File: src/rtl/rapcores_wb_pkg.sv
// Shared register map and bit positions for the rapcores Wishbone command bridge.
package rapcores_wb_pkg;

    typedef enum logic [1:0] {
        REG_CMD    = 2'd0,
        REG_STATUS = 2'd1,
        REG_RSP    = 2'd2,
        REG_CTRL   = 2'd3
    } reg_e;

    localparam int ST_LEVEL_LSB = 0;
    localparam int ST_FULL      = 8;
    localparam int ST_EMPTY     = 9;
    localparam int ST_OVERFLOW  = 10;
    localparam int ST_RSP_PEND  = 11;

    localparam int CTRL_FLUSH   = 0;
    localparam int CTRL_CLR_OVF = 1;

endpackage

File: src/rtl/rapcores_sync_fifo.sv
// First-word-fall-through synchronous FIFO; level-derived full/empty, flush beats pop.
module rapcores_sync_fifo #(
    parameter int WIDTH = 32,
    parameter int DEPTH = 8
) (
    input  logic                       clk,
    input  logic                       rst,
    input  logic                       push,
    input  logic                       pop,
    input  logic                       flush,
    input  logic [WIDTH-1:0]           wdata,
    output logic                       full,
    output logic                       empty,
    output logic [$clog2(DEPTH):0]     level,
    output logic [WIDTH-1:0]           rdata
);
    localparam int AW = $clog2(DEPTH);

    logic [WIDTH-1:0] mem [DEPTH];
    logic [AW-1:0]    wr_ptr, rd_ptr;
    logic             pop_ok, push_ok;

    assign empty   = (level == '0);
    assign full    = (level == (AW+1)'(DEPTH));
    assign pop_ok  = pop & ~empty;
    // A pop in the same cycle frees the slot the push needs.
    assign push_ok = push & (~full | pop_ok);
    assign rdata   = mem[rd_ptr];

    always_ff @(posedge clk) begin
        if (rst || flush) begin
            wr_ptr <= '0;
            rd_ptr <= '0;
            level  <= '0;
        end else begin
            if (push_ok) wr_ptr <= wr_ptr + 1'b1;
            if (pop_ok)  rd_ptr <= rd_ptr + 1'b1;
            if (push_ok && !pop_ok)      level <= level + 1'b1;
            else if (pop_ok && !push_ok) level <= level - 1'b1;
        end
    end

    always_ff @(posedge clk) begin
        if (push_ok) mem[wr_ptr] <= wdata;
    end

endmodule

File: src/rtl/wb_cmd_bridge.sv
// Wishbone slave that queues 32-bit motion commands and exposes status, control and the
// motion core's last response word.
module wb_cmd_bridge
    import rapcores_wb_pkg::*;
#(
    parameter int          DEPTH     = 8,
    parameter logic [31:0] ADDR_BASE = 32'h3000_0000
) (
    input  logic        wb_clk_i,
    input  logic        wb_rst_i,
    input  logic        wbs_cyc_i,
    input  logic        wbs_stb_i,
    input  logic        wbs_we_i,
    input  logic [3:0]  wbs_sel_i,
    input  logic [31:0] wbs_adr_i,
    input  logic [31:0] wbs_dat_i,
    output logic        wbs_ack_o,
    output logic [31:0] wbs_dat_o,
    output logic [31:0] cmd_data,
    output logic        cmd_valid,
    input  logic        cmd_ready,
    input  logic [31:0] rsp_data,
    input  logic        rsp_valid,
    output logic        irq
);
    localparam int AW = $clog2(DEPTH);

    logic          sel_hit, wr, rd;
    reg_e          reg_idx;
    logic          push, pop, flush, clr_ovf, drop;
    logic          full, empty;
    logic [AW:0]   level;
    logic          overflow, rsp_pending;
    logic [31:0]   rsp_reg;
    logic [31:0]   rd_word;
    logic          unused_adr;

    assign unused_adr = &{1'b0, wbs_adr_i[1:0]};

    // Suppressing on ack keeps a held strobe from being taken twice.
    assign sel_hit = wbs_cyc_i & wbs_stb_i & (wbs_adr_i[31:4] == ADDR_BASE[31:4]) & ~wbs_ack_o;
    assign reg_idx = reg_e'(wbs_adr_i[3:2]);
    assign wr      = sel_hit & wbs_we_i;
    assign rd      = sel_hit & ~wbs_we_i;

    assign push    = wr & (reg_idx == REG_CMD) & (wbs_sel_i == 4'hF);
    assign flush   = wr & (reg_idx == REG_CTRL) & wbs_sel_i[0] & wbs_dat_i[CTRL_FLUSH];
    assign clr_ovf = wr & (reg_idx == REG_CTRL) & wbs_sel_i[0] & wbs_dat_i[CTRL_CLR_OVF];
    assign pop     = cmd_valid & cmd_ready;
    assign drop    = push & full & ~pop;
    assign cmd_valid = ~empty;

    rapcores_sync_fifo #(.WIDTH(32), .DEPTH(DEPTH)) u_fifo (
        .clk   (wb_clk_i),
        .rst   (wb_rst_i),
        .push  (push),
        .pop   (pop),
        .flush (flush),
        .wdata (wbs_dat_i),
        .full  (full),
        .empty (empty),
        .level (level),
        .rdata (cmd_data)
    );

    always_comb begin
        rd_word = '0;
        case (reg_idx)
            REG_STATUS: begin
                rd_word[ST_LEVEL_LSB +: 8] = 8'(level);
                rd_word[ST_FULL]           = full;
                rd_word[ST_EMPTY]          = empty;
                rd_word[ST_OVERFLOW]       = overflow;
                rd_word[ST_RSP_PEND]       = rsp_pending;
            end
            REG_RSP: rd_word = rsp_reg;
            default: rd_word = '0;
        endcase
    end

    always_ff @(posedge wb_clk_i) begin
        if (wb_rst_i) begin
            wbs_ack_o   <= 1'b0;
            wbs_dat_o   <= '0;
            overflow    <= 1'b0;
            rsp_reg     <= '0;
            rsp_pending <= 1'b0;
            irq         <= 1'b0;
        end else begin
            wbs_ack_o <= sel_hit;
            wbs_dat_o <= rd ? rd_word : 32'h0;
            overflow  <= (overflow & ~clr_ovf) | drop;
            // A new response outranks the clear from a coincident RSP read.
            if (rsp_valid) begin
                rsp_reg     <= rsp_data;
                rsp_pending <= 1'b1;
            end else if (rd && reg_idx == REG_RSP) begin
                rsp_pending <= 1'b0;
            end
            irq <= rsp_pending | overflow;
        end
    end

endmodule

File: config.mk
export PLATFORM = sky130hd
export DESIGN_NAME = wb_cmd_bridge
export DESIGN_NICKNAME = d
export VERILOG_FILES = /design/src/rtl/rapcores_wb_pkg.sv /design/src/rtl/rapcores_sync_fifo.sv /design/src/rtl/wb_cmd_bridge.sv
export SDC_FILE = /design/constraint.sdc
export NUM_CORES = 1
export LEC_CHECK = 0
export ABC_AREA = 1
export CORE_MARGIN = 4
export CORE_UTILIZATION = 55
export CTS_CLUSTER_DIAMETER = 120
export CTS_CLUSTER_SIZE = 14
export DETAILED_ROUTE_END_ITERATION = 6
export PLACE_DENSITY = 0.8
export SYNTH_ARGS = -nofsm -noshare
export SYNTH_HDL_FRONTEND = slang
export SYNTH_HIERARCHICAL = 1
export SYNTH_SLANG_ARGS = --single-unit
export TNS_END_PERCENT = 30
File: constraint.sdc
create_clock -name wb_clk_i -period 4.1 [get_ports wb_clk_i]
set_input_delay 0.615 -clock wb_clk_i [delete_from_list [all_inputs] [get_ports wb_clk_i]]
set_output_delay 0.615 -clock wb_clk_i [all_outputs]
set_load 0.05 [all_outputs]
==> run_results.csv, run 1 <==
group,metric,value,unit
cells_and_area,largest_register_ffs,256,
sta,hold_violations,0,
yosys,synth_area,13200,um2
placement,routabilityCongestion,0.799,
critical_path,cp-endpoint,"cmd_data[22]",
critical_path,crit_path_end_kind,"primary output",
floorplanning,initial_core_util,56.1,%
cts,holdBufCountCts,0,
critical_path,start_kind,"flop",
critical_path,path_class,"reg -> out",
yosys,synth_top_area_share,58.2,%
yosys,avgSynthCellArea,11.2,um2
yosys,syn-num-nets,1298,
cts,clk_pin_slew,70,ps
sta,whs,448,ps
critical_path,r2r_start,"u_fifo/level[0]",
cts,cts_tree,"built",
yosys,synth_edf_count,256,
yosys,synth_most_common_cell,"nor2_1",
global_route,antenna_found_initial,1,
floorplanning,io_pins,174,
drt,route.detailed.drc,0,
cells_and_area,fin_cells,1681,
yosys,synthArstFlopShare,0,%
power,p_leak,5.67,nW
drt,dr.first_iter.drc_count,722,
yosys,synth_flop_cell,"edfxtp_1",
floorplanning,rows,56,
yosys,yosysUniqueCellTypes,30,
sta,setup_tns,0,ps
floorplanning,die_h,163,um
power,power_density,395,nW/um2
cts,cts_sinks,337,
cells_and_area,nNetsFinal,1458,
flow_run,drv_cap,0,
sta,maxSlewViolCount,0,
floorplanning,core_area,23500,um2
sta,period_minus_slack,3500,ps
drt,avgViaCountPerCell,5.31,
sta,fin_skew,9.56,ps
cts,ctsResizeCount,0,
sta,fin_crit_sh,85.4,%
placement,dp_hpwl,16.9,mm
cells_and_area,drive_gt1_share,7.86,%
global_route,grt_pass1_wl,44.2,mm
yosys,synth_area_leader_cell,"edfxtp_1",
drt,final_antenna_net_count,0,
yosys,syn_inst,1181,
drt,drt_pass1_iterations,5,
global_route,grt_pass1_vias,8756,
yosys,synthTopCellsByArea,"edfxtp_1 58%, dfxtp_1 12%, nor2_1 7.4%, o21ai_0 4.9%, nand2_1 4.7%",
cts,cts_root_buf,"clkbuf_16",
drt,vias,8927,
floorplanning,die_area,26500,um2
sta,max_slew_margin,26.3,%
cells_and_area,syn2layout_area_growth,21.3,%
yosys,ys_warn_count,6,
yosys,synth_seq_cells,337,
sta,fin_ws,597,ps
critical_path,r2r_slack,1280,ps
power,max-vdd-ir-drop,0.280,mV
floorplanning,die_width,163,um
cts,clk-insertion-delay-late,530,ps
placement,io_buffers,171,
cts,postCtsSetupBuffers,0,
cells_and_area,fill_cells,1673,
global_route,grt_max_degree,129,
sta,setup_viol,0,
cts,h-tree-depth,1,
drt,wl_per_cell,16.8,um
placement,dp_cells,1630,
sta,worst_slew_pin_slew,1100,ps
critical_path,worstPathArrival,2890,ps
global_route,grt_util_all_layers,20.8,%
cts,cts_buffers,28,
yosys,synth_commonest_cells,"260 x nor2_1, 256 x edfxtp_1, 166 x nand2_1",
cells_and_area,antennaDiodeCount,0,
hold_path,timing.hold.worst.class,"reg -> reg",
critical_path,timing.rr.end,"u_fifo/mem[3][4]",
critical_path,path_max_fanout,73,
global_route,overflow,0,
sta,max_freq,285,MHz
sta,rsz0062_at_grt,"false",
critical_path,required,3480,ps
critical_path,r2r_cells,9,
placement,pre_cts_ws,627,ps
drt,wirelength,28.2,mm
yosys,yosysSeqAreaShare,70.5,%
cts,clock_path_buffers,3,
run_status,outcome,"completed",
==> how the worst min path moves through the flow <==
stage           startpoint             to  slack (ps)  cells past startpoint
4_1_cts        rsp_reg[15]  wbs_dat_o[15]         450                      2
5_1_grt        rsp_reg[27]  wbs_dat_o[27]         470                      2
3_3_place_gp   rsp_reg[14]  wbs_dat_o[14]         430                      2
3_5_place_dp   rsp_reg[17]  wbs_dat_o[17]         440                      2
2_1_floorplan  rsp_reg[12]  wbs_dat_o[12]         420                      2
6_report       rsp_reg[12]  wbs_dat_o[12]         450                      2
==> metrics by stage <==
step / util (%) / cell area [um2] / total power [mW]
3_3_place_gp: 64.5 / 15200 / 3.96
2_1_floorplan: - / 13200 / 3.83
3_5_place_dp: 64.5 / 15200 / 3.97
5_1_grt: 68.0 / 16000 / 6.53
6_report: 68.0 / 16000 / 6.31
4_1_cts: 68.0 / 16000 / 6.36
==> area by class of cell <==
cell class | instances | area [um2] | area share (%)
timing repair buffer | 195 | 1890 | 11.8
sequential | 337 | 9320 | 58.2
clock inverter | 1 | 16.3 | 0.102
inverter | 55 | 208 | 1.30
clock buffer | 50 | 805 | 5.03
tap | 319 | 399 | 2.49
multi-input combinational | 724 | 3370 | 21.1
==> logic make-up (layout without fill, tap and decap cells) <==
logic type,count (synthesis),after routing,share of synthesized area (%)
XOR/XNOR,3,3,0.199
flip-flops,337,337,70.5
AND/OR/NAND/NOR,467,467,14.2
adder cells (fa/ha/maj),10,10,1.00
AO/OA/AOI/OAI,244,244,9.71
buffers and inverters,120,301,4.39
==> worst max-delay path, stage by stage (launching register included) <==
cell,delay [ps]
dfxtp_4,830
buf_4,600
o21ai_0,170
o21ai_0,240
nand2_1,100
nand2_1,150
buf_4,220
==> report_power, final <==
group          internal [mW]  switching [mW]  total, mW
clock                   1.32            1.10       2.42
sequential              3.68         0.00716       3.69
combinational          0.110          0.0920      0.202
==> cell usage in the layout (no fill, tap or decap) <==
cell	Yosys	final
nor2_1	260	252
clkbuf_16	0	29
clkdlybuf4s50_1	0	155
inv_1	54	53
clkinv_8	0	1
fa_1	1	1
o21ai_1	64	64
edfxtp_1	256	256
dfxtp_1	81	79
nand3_1	9	9
a21oi_1	26	26
nor2_4	2	10
dfxtp_4	0	2
nor2_2	20	20
buf_4	5	37
nand3_2	1	1
nand3_4	1	1
or2_2	1	1
buf_12	1	3
ha_1	9	9
o21ai_0	130	130
nand4_1	3	3
nor4_1	3	3
a211oi_1	24	24
nand3b_1	1	1
clkinv_2	0	1
clkbuf_1	24	21
nand2_1	166	166
inv_2	1	1
xor2_1	3	3
==> per-layer routing <==
layer	vias up	global-route usage (%)	wire, um
met5	-	0	15
met2	302	36.1	14000
li1	4342	-	-
met1	4224	25.8	11100
met3	57	5.77	2320
met4	2	5.87	717
(Power assumes the default switching activity.)
==> run 2, diff against run 1 <==
--- a/config.mk
+++ b/config.mk
@@ -11,7 +11,9 @@
 export CTS_CLUSTER_DIAMETER = 120
 export CTS_CLUSTER_SIZE = 14
 export DETAILED_ROUTE_END_ITERATION = 6
+export GPL_ROUTABILITY_DRIVEN = 0
 export PLACE_DENSITY = 0.8
+export SKIP_LAST_GASP = 1
 export SYNTH_ARGS = -nofsm -noshare
 export SYNTH_HDL_FRONTEND = slang
 export SYNTH_HIERARCHICAL = 1
==> results of run 2 <==
Final layout, timing and power as in run 1 (identical DEF).
